$ cat src/rtl/rx_frm_pkg.sv
// Shared constants, FSM states and CRC-16-CCITT helper for the RX deframer.
// Hold depth follows RX_DEFRM_CRC_EN: 3 with a CRC trailer, 1 without.
package rx_frm_pkg;

    localparam logic [7:0]  SOF_CHAR  = 8'hFB;
    localparam logic [7:0]  EOF_CHAR  = 8'hFD;
    localparam logic [7:0]  IDLE_CHAR = 8'hBC;
    localparam int unsigned MAX_LEN   = 1518;
    localparam int unsigned LEN_W     = 11;
    localparam logic [15:0] CRC_POLY  = 16'h1021;
    localparam logic [15:0] CRC_INIT  = 16'hFFFF;

`ifdef RX_DEFRM_CRC_EN
    localparam int unsigned HD = 3;
`else
    localparam int unsigned HD = 1;
`endif
    localparam int unsigned CNT_W = 2;

    typedef enum logic [0:0] {StIdle, StData} state_e;

    // MSB-first, non-reflected update of one byte.
    function automatic logic [15:0] crc16_byte(input logic [15:0] crc, input logic [7:0] data);
        logic [15:0] c;
        c = crc ^ {data, 8'h00};
        for (int i = 0; i < 8; i++) begin
            c = c[15] ? ((c << 1) ^ CRC_POLY) : (c << 1);
        end
        return c;
    endfunction

endpackage

$ cat src/rtl/rx_crc16_ccitt.sv
// Running CRC-16-CCITT over accepted frame bytes; clear has priority over enable.
module rx_crc16_ccitt
    import rx_frm_pkg::*;
(
    input  logic        i_clk,
    input  logic        i_rst_n,
    input  logic        i_clear,
    input  logic        i_enable,
    input  logic [7:0]  i_data,
    output logic [15:0] o_crc
);

    logic [15:0] crc_q, crc_d;

    always_comb begin
        crc_d = crc_q;
        if (i_clear) begin
            crc_d = CRC_INIT;
        end else if (i_enable) begin
            crc_d = crc16_byte(crc_q, i_data);
        end
    end

    always_ff @(posedge i_clk or negedge i_rst_n) begin
        if (!i_rst_n) begin
            crc_q <= CRC_INIT;
        end else begin
            crc_q <= crc_d;
        end
    end

    assign o_crc = crc_q;

endmodule

$ cat src/rtl/rx_frame_deframer.sv
// Finds SOF/EOF-delimited frames in the decoded 8b stream and emits payload with sop/eop/err.
// Define RX_DEFRM_CRC_EN to check and strip a 2-byte CRC-16-CCITT trailer.
module rx_frame_deframer
    import rx_frm_pkg::*;
(
    input  logic        i_clk,
    input  logic        i_rst_n,
    input  logic [7:0]  i_8b_data,
    input  logic        i_8b_datak,
    input  logic        i_comma_aligned,
    input  logic        i_disp_err,
    output logic [7:0]  o_data,
    output logic        o_valid,
    output logic        o_sop,
    output logic        o_eop,
    output logic        o_err,
    output logic [15:0] o_frm_cnt,
    output logic [15:0] o_err_cnt
);

    state_e               state_q, state_d;
    logic [HD-1:0][7:0]   hold_q, hold_d;
    logic [CNT_W-1:0]     cnt_q, cnt_d;
    logic [LEN_W-1:0]     len_q, len_d, len_inc;
    logic                 sop_pend_q, sop_pend_d;
    logic [7:0]           data_q, data_d;
    logic                 valid_q, valid_d, sop_q, sop_d, eop_q, eop_d, err_q, err_d;
    logic [15:0]          frm_cnt_q, frm_cnt_d, err_cnt_q, err_cnt_d;
    logic                 is_idle, is_sof, is_eof, hold_full, end_bad;
    logic                 do_abort, do_start, do_finish, do_push;
    logic [7:0]           oldest;
    logic                 crc_bad;

    assign is_idle   = i_8b_datak && (i_8b_data == IDLE_CHAR);
    assign is_sof    = i_8b_datak && (i_8b_data == SOF_CHAR);
    assign is_eof    = i_8b_datak && (i_8b_data == EOF_CHAR);
    assign hold_full = (cnt_q == CNT_W'(HD));
    assign oldest    = (cnt_q == '0) ? 8'h00 : hold_q[0];
    assign len_inc   = len_q + 1'b1;

`ifdef RX_DEFRM_CRC_EN
    logic [15:0] crc;

    rx_crc16_ccitt u_crc (
        .i_clk    (i_clk),
        .i_rst_n  (i_rst_n),
        .i_clear  (do_start),
        .i_enable (do_push),
        .i_data   (i_8b_data),
        .o_crc    (crc)
    );

    assign crc_bad = (crc != 16'h0000);
`else
    assign crc_bad = 1'b0;
`endif

    always_comb begin
        state_d    = state_q;
        hold_d     = hold_q;
        cnt_d      = cnt_q;
        len_d      = len_q;
        sop_pend_d = sop_pend_q;
        data_d     = 8'h00;
        valid_d    = 1'b0;
        sop_d      = 1'b0;
        eop_d      = 1'b0;
        err_d      = 1'b0;
        frm_cnt_d  = frm_cnt_q;
        err_cnt_d  = err_cnt_q;
        do_abort   = 1'b0;
        do_start   = 1'b0;
        do_finish  = 1'b0;
        do_push    = 1'b0;
        end_bad    = 1'b0;

        unique case (state_q)
            StIdle: begin
                if (i_comma_aligned && is_sof) do_start = 1'b1;
            end
            StData: begin
                if (!i_comma_aligned) begin
                    do_abort = 1'b1;
                end else if (is_idle) begin
                    do_abort = 1'b0;
                end else if (i_disp_err) begin
                    do_abort = 1'b1;
                end else if (i_8b_datak) begin
                    // SOF inside a frame closes the old one and opens a new one.
                    do_abort  = !is_eof;
                    do_start  = is_sof;
                    do_finish = is_eof;
                end else if (len_inc == LEN_W'(MAX_LEN + 1)) begin
                    do_abort = 1'b1;
                end else begin
                    do_push = 1'b1;
                end
            end
            default: state_d = StIdle;
        endcase

        if (do_abort || do_finish) begin
            state_d = StIdle;
            end_bad = do_abort || !hold_full || crc_bad;
            // A beat is owed if sop went out, or a complete frame ends normally.
            if (!sop_pend_q || (do_finish && hold_full)) begin
                valid_d = 1'b1;
                data_d  = oldest;
                sop_d   = sop_pend_q;
                eop_d   = 1'b1;
                err_d   = end_bad;
            end
            if (end_bad) begin
                err_cnt_d = (err_cnt_q == 16'hFFFF) ? err_cnt_q : err_cnt_q + 16'd1;
            end else begin
                frm_cnt_d = (frm_cnt_q == 16'hFFFF) ? frm_cnt_q : frm_cnt_q + 16'd1;
            end
            cnt_d = '0;
        end

        if (do_start) begin
            state_d    = StData;
            cnt_d      = '0;
            len_d      = '0;
            sop_pend_d = 1'b1;
        end

        if (do_push) begin
            len_d = len_inc;
            if (hold_full) begin
                valid_d    = 1'b1;
                data_d     = hold_q[0];
                sop_d      = sop_pend_q;
                sop_pend_d = 1'b0;
                for (int i = 0; i < int'(HD) - 1; i++) hold_d[i] = hold_q[i+1];
                hold_d[HD-1] = i_8b_data;
            end else begin
                for (int i = 0; i < int'(HD); i++) begin
                    if (cnt_q == CNT_W'(i)) hold_d[i] = i_8b_data;
                end
                cnt_d = cnt_q + 1'b1;
            end
        end
    end

    always_ff @(posedge i_clk or negedge i_rst_n) begin
        if (!i_rst_n) begin
            state_q    <= StIdle;
            hold_q     <= '0;
            cnt_q      <= '0;
            len_q      <= '0;
            sop_pend_q <= 1'b0;
            data_q     <= 8'h00;
            valid_q    <= 1'b0;
            sop_q      <= 1'b0;
            eop_q      <= 1'b0;
            err_q      <= 1'b0;
            frm_cnt_q  <= 16'h0000;
            err_cnt_q  <= 16'h0000;
        end else begin
            state_q    <= state_d;
            hold_q     <= hold_d;
            cnt_q      <= cnt_d;
            len_q      <= len_d;
            sop_pend_q <= sop_pend_d;
            data_q     <= data_d;
            valid_q    <= valid_d;
            sop_q      <= sop_d;
            eop_q      <= eop_d;
            err_q      <= err_d;
            frm_cnt_q  <= frm_cnt_d;
            err_cnt_q  <= err_cnt_d;
        end
    end

    assign o_data    = data_q;
    assign o_valid   = valid_q;
    assign o_sop     = sop_q;
    assign o_eop     = eop_q;
    assign o_err     = err_q;
    assign o_frm_cnt = frm_cnt_q;
    assign o_err_cnt = err_cnt_q;

endmodule

$ cat config.mk
export PLATFORM = sky130hd
export DESIGN_NAME = rx_frame_deframer
export DESIGN_NICKNAME = d
export VERILOG_FILES = /design/src/rtl/rx_frm_pkg.sv /design/src/rtl/rx_crc16_ccitt.sv /design/src/rtl/rx_frame_deframer.sv
export SDC_FILE = /design/constraint.sdc
export NUM_CORES = 1
export LEC_CHECK = 0
export BUFFER_PORTS_ARGS = -buffer_cell sky130_fd_sc_hd__buf_2
export CORE_AREA = 2 2 96 98
export CTS_BUF_LIST = sky130_fd_sc_hd__clkbuf_2 sky130_fd_sc_hd__clkbuf_4 sky130_fd_sc_hd__clkbuf_8
export DETAILED_ROUTE_END_ITERATION = 12
export DIE_AREA = 0 0 98 100
export GPL_ROUTABILITY_DRIVEN = 0
export GPL_TIMING_DRIVEN = 0
export PLACE_DENSITY = 0.62
export SLEW_MARGIN = 30
export SYNTH_ARGS = -nofsm -noshare
export SYNTH_HDL_FRONTEND = slang
export SYNTH_SLANG_ARGS = --single-unit
$ cat constraint.sdc
create_clock -name i_clk -period 3.3 [get_ports i_clk]
set_input_delay 0.33 -clock i_clk [delete_from_list [all_inputs] [get_ports i_clk]]
set_output_delay 0.33 -clock i_clk [all_outputs]
set_load 0.005 [all_outputs]
-- After elaboration in Yosys (flattened, before gate mapping)
Cells that the tools add are included.
- register bits after elaboration: 67
- output and inout port bits: 44
- logic and storage cells: 96
- input bits: 13
- equality and inequality tests: 7
- add/subtract/negate cells: 4
- bitwise gates (word level): 4
- multiplexer cells: 51
- reductions and logical operators: 18
- operators with widths (cell ; count):
    2-to-1 mux 8 bit ; 7
    2-to-1 mux 1 bit ; 37
    adder 16 x 1 -> 16 bit (second input constant) ; 2
    == test 16 bit (second input constant) ; 2
    == test 8 bit (second input constant) ; 3
    2-to-1 mux 11 bit ; 2
    adder 11 x 1 -> 11 bit (second input constant) ; 1
    == test 11 bit (second input constant) ; 1
    2-to-1 mux 2 bit ; 4
    AND reduction 3 bit ; 2
    nonzero test 2 bit ; 3
    logical AND 1 bit ; 5
    inverter 1 bit ; 4
    logical NOT 1 bit ; 3
    logical OR 1 bit ; 3
    adder 2 x 1 -> 2 bit (second input constant) ; 1
    == test 2 x 1 -> 1 bit (second input constant) ; 1
    logical NOT 2 bit ; 1
    case mux 1 bit (2 select lines) ; 1
    AND reduction 2 bit ; 1

-- Depth between registers and ports, before layout
- depth in word-level cells: 13
- depth in mapped cells: 10

-- Worst setup path before layout
OpenSTA, ideal clock, no wires.
- kind: reg2reg
- from: register len_q[0]
- to: register data_q[0] (netlist: o_data[0])
- clock period less this slack: 2.369 ns
- stages on the path, launching flop included: 8
- library setup time: 0.138 ns
- data required time: 3.162 ns
- arrival time: 2.231 ns
- path buffers: 0
- setup slack: 0.931 ns
- cells stage by stage: dfrtp_1 > ha_1 > a21boi_1 > o2111ai_2 > a2111oi_4 > a21oi_2 > a311oi_4 > o22ai_1
- longest elaborated chain between the ends: 12
- ends and longest elaborated chain (what ; line ; text):
    start: declaration ; rx_frame_deframer.sv:24 ; logic [LEN_W-1:0] len_q, len_d, len_inc;
    start signal: assignment ; rx_frame_deframer.sv:164 ; len_q <= len_d;
    adder 11 x 1 -> 11 bit (*) ; rx_frame_deframer.sv:39 ; assign len_inc = len_q + 1'b1;
    == test 11 bit (*) ; rx_frame_deframer.sv:93 ; end else if (len_inc == LEN_W'(MAX_LEN + 1)) begin
    2-to-1 mux 1 bit ; rx_frame_deframer.sv:93 ;
    2-to-1 mux 1 bit ; rx_frame_deframer.sv:88 ; end else if (i_8b_datak) begin
    2-to-1 mux 1 bit ; rx_frame_deframer.sv:86 ; end else if (i_disp_err) begin
    2-to-1 mux 1 bit ; rx_frame_deframer.sv:84 ; end else if (is_idle) begin
    2-to-1 mux 1 bit ; rx_frame_deframer.sv:82 ; if (!i_comma_aligned) begin
    2-to-1 mux 1 bit ; rx_frame_deframer.sv:77 ; unique case (state_q)
    logical OR 1 bit ; rx_frame_deframer.sv:102 ; if (do_abort || do_finish) begin
    2-to-1 mux 8 bit ; rx_frame_deframer.sv:102 ;
    2-to-1 mux 8 bit ; rx_frame_deframer.sv:130 ; if (hold_full) begin
    2-to-1 mux 8 bit (*) ; rx_frame_deframer.sv:128 ; if (do_push) begin
    via data_d[0] ; rx_frame_deframer.sv:26 ; logic [7:0] data_q, data_d;
    end signal: assignment ; rx_frame_deframer.sv:166 ; data_q <= data_d;
    end: declaration ; rx_frame_deframer.sv:26 ;
Mark *: on every way through the listed nets, which the timed path passes. The rest lies on a longest branch.
A chain may end at the register's enable or synchronous reset.

-- Final worst setup path
Ends and elaborated chain as after synthesis.

==> run_results.csv <==
group,metric,value,unit
worst_setup_path,worstSetupStartpointType,"flop",
placement,io_buffers,56,
logic_synthesis,synth-main-ff-cell,"dfrtp_1",
worst_setup_path,cp_top_family,"compound AO/OA/AOI/OAI gates",
cts,cts_tree,"yes",
cts,cts_max_level,3,
floorplan,die_h,100,um
layout,stdcell_area,4330,um2
cts,post_cts_buffers,0,
logic_synthesis,async_reset_ff_frac,1.00,
placement,dp_hpwl,5460,um
timing,min_period,2710,ps
worst_setup_path,r2r_start,"len_q[0]",
timing,fin_crit_sh,0.822,
logic_synthesis,ys_ff_latch,67,
cts,clkTransAtPathRegs,70,ps
timing,finalSetupViolCount,0,
floorplan,die_area,9800,um2
logic_synthesis,syn_area,3640,um2
routing,top_layer,"met4",
routing,dr_wl_met2,3310,um
global_route,grt_pass1_vias,2598,
timing,timing.hold.ws,227,ps
cts,cts_num_sinks,67,
timing,maxSlewViolCount,0,
cts,clk_path_buf_depth,2,
worst_setup_path,ff2ff_path_depth,7,
layout,diodes,0,
timing,rsz0062_at_grt,"no",
logic_synthesis,ys_seq_area_frac,0.460,
floorplan,die_w,98,um
run,maxCapViolCount,0,
worst_setup_path,path_cells,"ha_1, a21boi_1, o2111ai_2, a2111oi_4, a21oi_2, a311oi_4, o22ai_1",
routing,routedWlPerCell,14.6,um
logic_synthesis,synth_cell_types,64,
layout,fin_nets,419,
global_route,grt_use_total,0.164,
routing,vias,2755,
floorplan,start_util,0.410,
routing,drtIter0Drc,127,
worst_setup_path,path_buf_inv,0,
timing,slew-limit-headroom,0.590,
floorplan,ios,57,
routing,wl_met3,391,um
worst_setup_path,path_class,"flop to flop",
global_route,antenna_found_initial,0,
worst_setup_path,critPathMaxStageDelay,550,ps
min_path,min_from,"i_8b_data[7]",
cts,cts_buffers,9,
worst_setup_path,crit_required,3500,ps
floorplan,coreArea,8890,um2
layout,area_delta_synth_final,19.0,%
power,max-vdd-ir-drop,0.177,mV
timing,finalSetupTns,0,ps
global_route,grt_max_degree,50,
logic_synthesis,synth_area_per_cell,10.9,um2
min_path,hp-class,"primary input to flop",
outcome,status,"complete, no violations",
worst_setup_path,timing.rr.end,"o_data[0]",
power,p_leak,1.98,nW
layout,drive_above_1_share,0.300,
routing,avgViaCountPerCell,5.32,
timing,max_freq,369,MHz
logic_synthesis,netlist_instances,333,
worst_setup_path,path_max_fanout,8,
routing,wl,7580,um
logic_synthesis,synth_warnings,0,
worst_setup_path,r2r_slack,590,ps
worst_setup_path,arrival,2910,ps
global_route,grt_first_pass_wirelength,12900,um
routing,postRouteAntennaNets,0,
routing,met1Wirelength,3750,um
logic_synthesis,synth_edf_count,0,
logic_synthesis,synth_fp_nets,350,
placement,place_area,4090,um2
global_route,grt_overflow,0,
routing,dr.pass1.iters,4,
power,power_density,431,nW/um2
cts,cts_root_buf,"clkbuf_8",
min_path,min_to,"hold_q[7]",
timing,hold_violations,0,
min_path,holdPathStages,2,
floorplan,rows,35,
timing,skew,10.1,ps
routing,route.detailed.drc,0,
timing,tightest_slew,615,ps
worst_setup_path,crit_slowest_cell,"a2111oi_4",
worst_setup_path,end_kind,"flop",
cts,clock_latency,350,ps
[power by group]
part | internal [mW] | leakage [nW] | switching (mW)
clock network | 0.474 | 0.116 | 0.308
logic | 0.0813 | 0.984 | 0.101
registers | 0.860 | 0.882 | 0.0418
[worst max-delay path by stage]
stage                     startpoint   endpoint  slack, ps  cells past startpoint
after floorplan             len_q[0]  o_data[0]        930                      7
after global placement      len_q[0]  o_data[0]        630                      7
after detailed placement    len_q[0]  o_data[0]        570                      7
after CTS                   len_q[0]  o_data[0]        550                      7
after global routing        len_q[0]  o_data[0]        370                      7
final                       len_q[0]  o_data[0]        590                      7
[metal layers]
metal / global-route usage / up-vias
li1: - / 1356
met1: 0.234 / 1321
met2: 0.240 / 65
met3: 0.0453 / 13
met4: 0.0566 / 0
met5: 0 / -
[final cells by class]
type / count / area, um2
plain buffers: 12 / 108
clock buffers: 12 / 159
clock inverters: 4 / 72.6
fillers: 839 / 4560
inverters: 10 / 37.5
multi-input cells: 244 / 1820
flip-flops and latches: 67 / 1680
well taps: 111 / 139
repair buffers: 58 / 320
[Yosys cell counts, types with 4 or more instances]
library cell / number / share of area
xor2_1: 18 / 0.043
mux2i_1: 7 / 0.019
nand4_1: 9 / 0.015
nor2_1: 11 / 0.011
ha_1: 4 / 0.014
nor3_1: 6 / 0.0082
o22ai_1: 8 / 0.014
nor3_2: 6 / 0.016
inv_1: 10 / 0.010
a21oi_1: 4 / 0.0055
nand3_1: 25 / 0.034
dfrtp_1: 67 / 0.46
xnor2_1: 16 / 0.038
mux2_2: 11 / 0.034
and3_1: 7 / 0.012
buf_6: 5 / 0.015
nand2_1: 37 / 0.038
nor3b_2: 5 / 0.017
o21ai_0: 8 / 0.011
[placed cells by master (no fill, tap or decap), types with 7 or more instances in the layout]
cell type / netlist / layout
dfrtp_1: 67 / 67
buf_2: 2 / 57
nand2_1: 37 / 37
nand3_1: 25 / 25
xor2_1: 18 / 18
xnor2_1: 16 / 16
clkbuf_8: 1 / 12
nor2_1: 11 / 11
mux2_2: 11 / 11
inv_1: 10 / 10
nand4_1: 9 / 9
o21ai_0: 8 / 8
o22ai_1: 8 / 8
and3_1: 7 / 7
mux2i_1: 7 / 7
[stage by stage]
stage / utilization / setup slack, ps / total power [mW] / instances
global placement: 0.457 / 631 / 1.09 / 500
finish: 0.487 / 589 / 1.87 / 518
global route: 0.487 / 375 / 1.95 / 518
detailed placement: 0.460 / 568 / 1.10 / 501
CTS: 0.487 / 549 / 1.89 / 518
floorplan: - / 931 / 1.02 / 333
[cell families after synthesis]
group                    share of synthesized area
flip-flops                                   0.460
AO/OA/AOI/OAI                                0.123
adder cells (fa/ha/maj)                     0.0137
AND/OR/NAND/NOR                              0.228
XOR/XNOR                                    0.0818
multiplexers                                0.0532
buffers and inverters                       0.0398
[repair_timing]
item	CTS	global route
gates resized for setup	0	0
hold buffers	1	0
hold endpoints to repair	18	0
[flip-flops by register name, indices dropped and copies added, names as in the netlist]
name,cells
o_err_cnt,16
o_frm_cnt,16
len_q,11
hold_q,8
o_data,8
cnt_q,2
o_eop,1
o_err,1
o_sop,1
o_valid,1
sop_pend_q,1
state_q,1
[worst register-to-register path: stages (launching register included)]
cell and delay, ps:
dfrtp_1 420, ha_1 300, a21boi_1 190, o2111ai_2 180, a2111oi_4 550, a21oi_2 270, a311oi_4 480, o22ai_1 170
(Power assumes the default switching activity.)
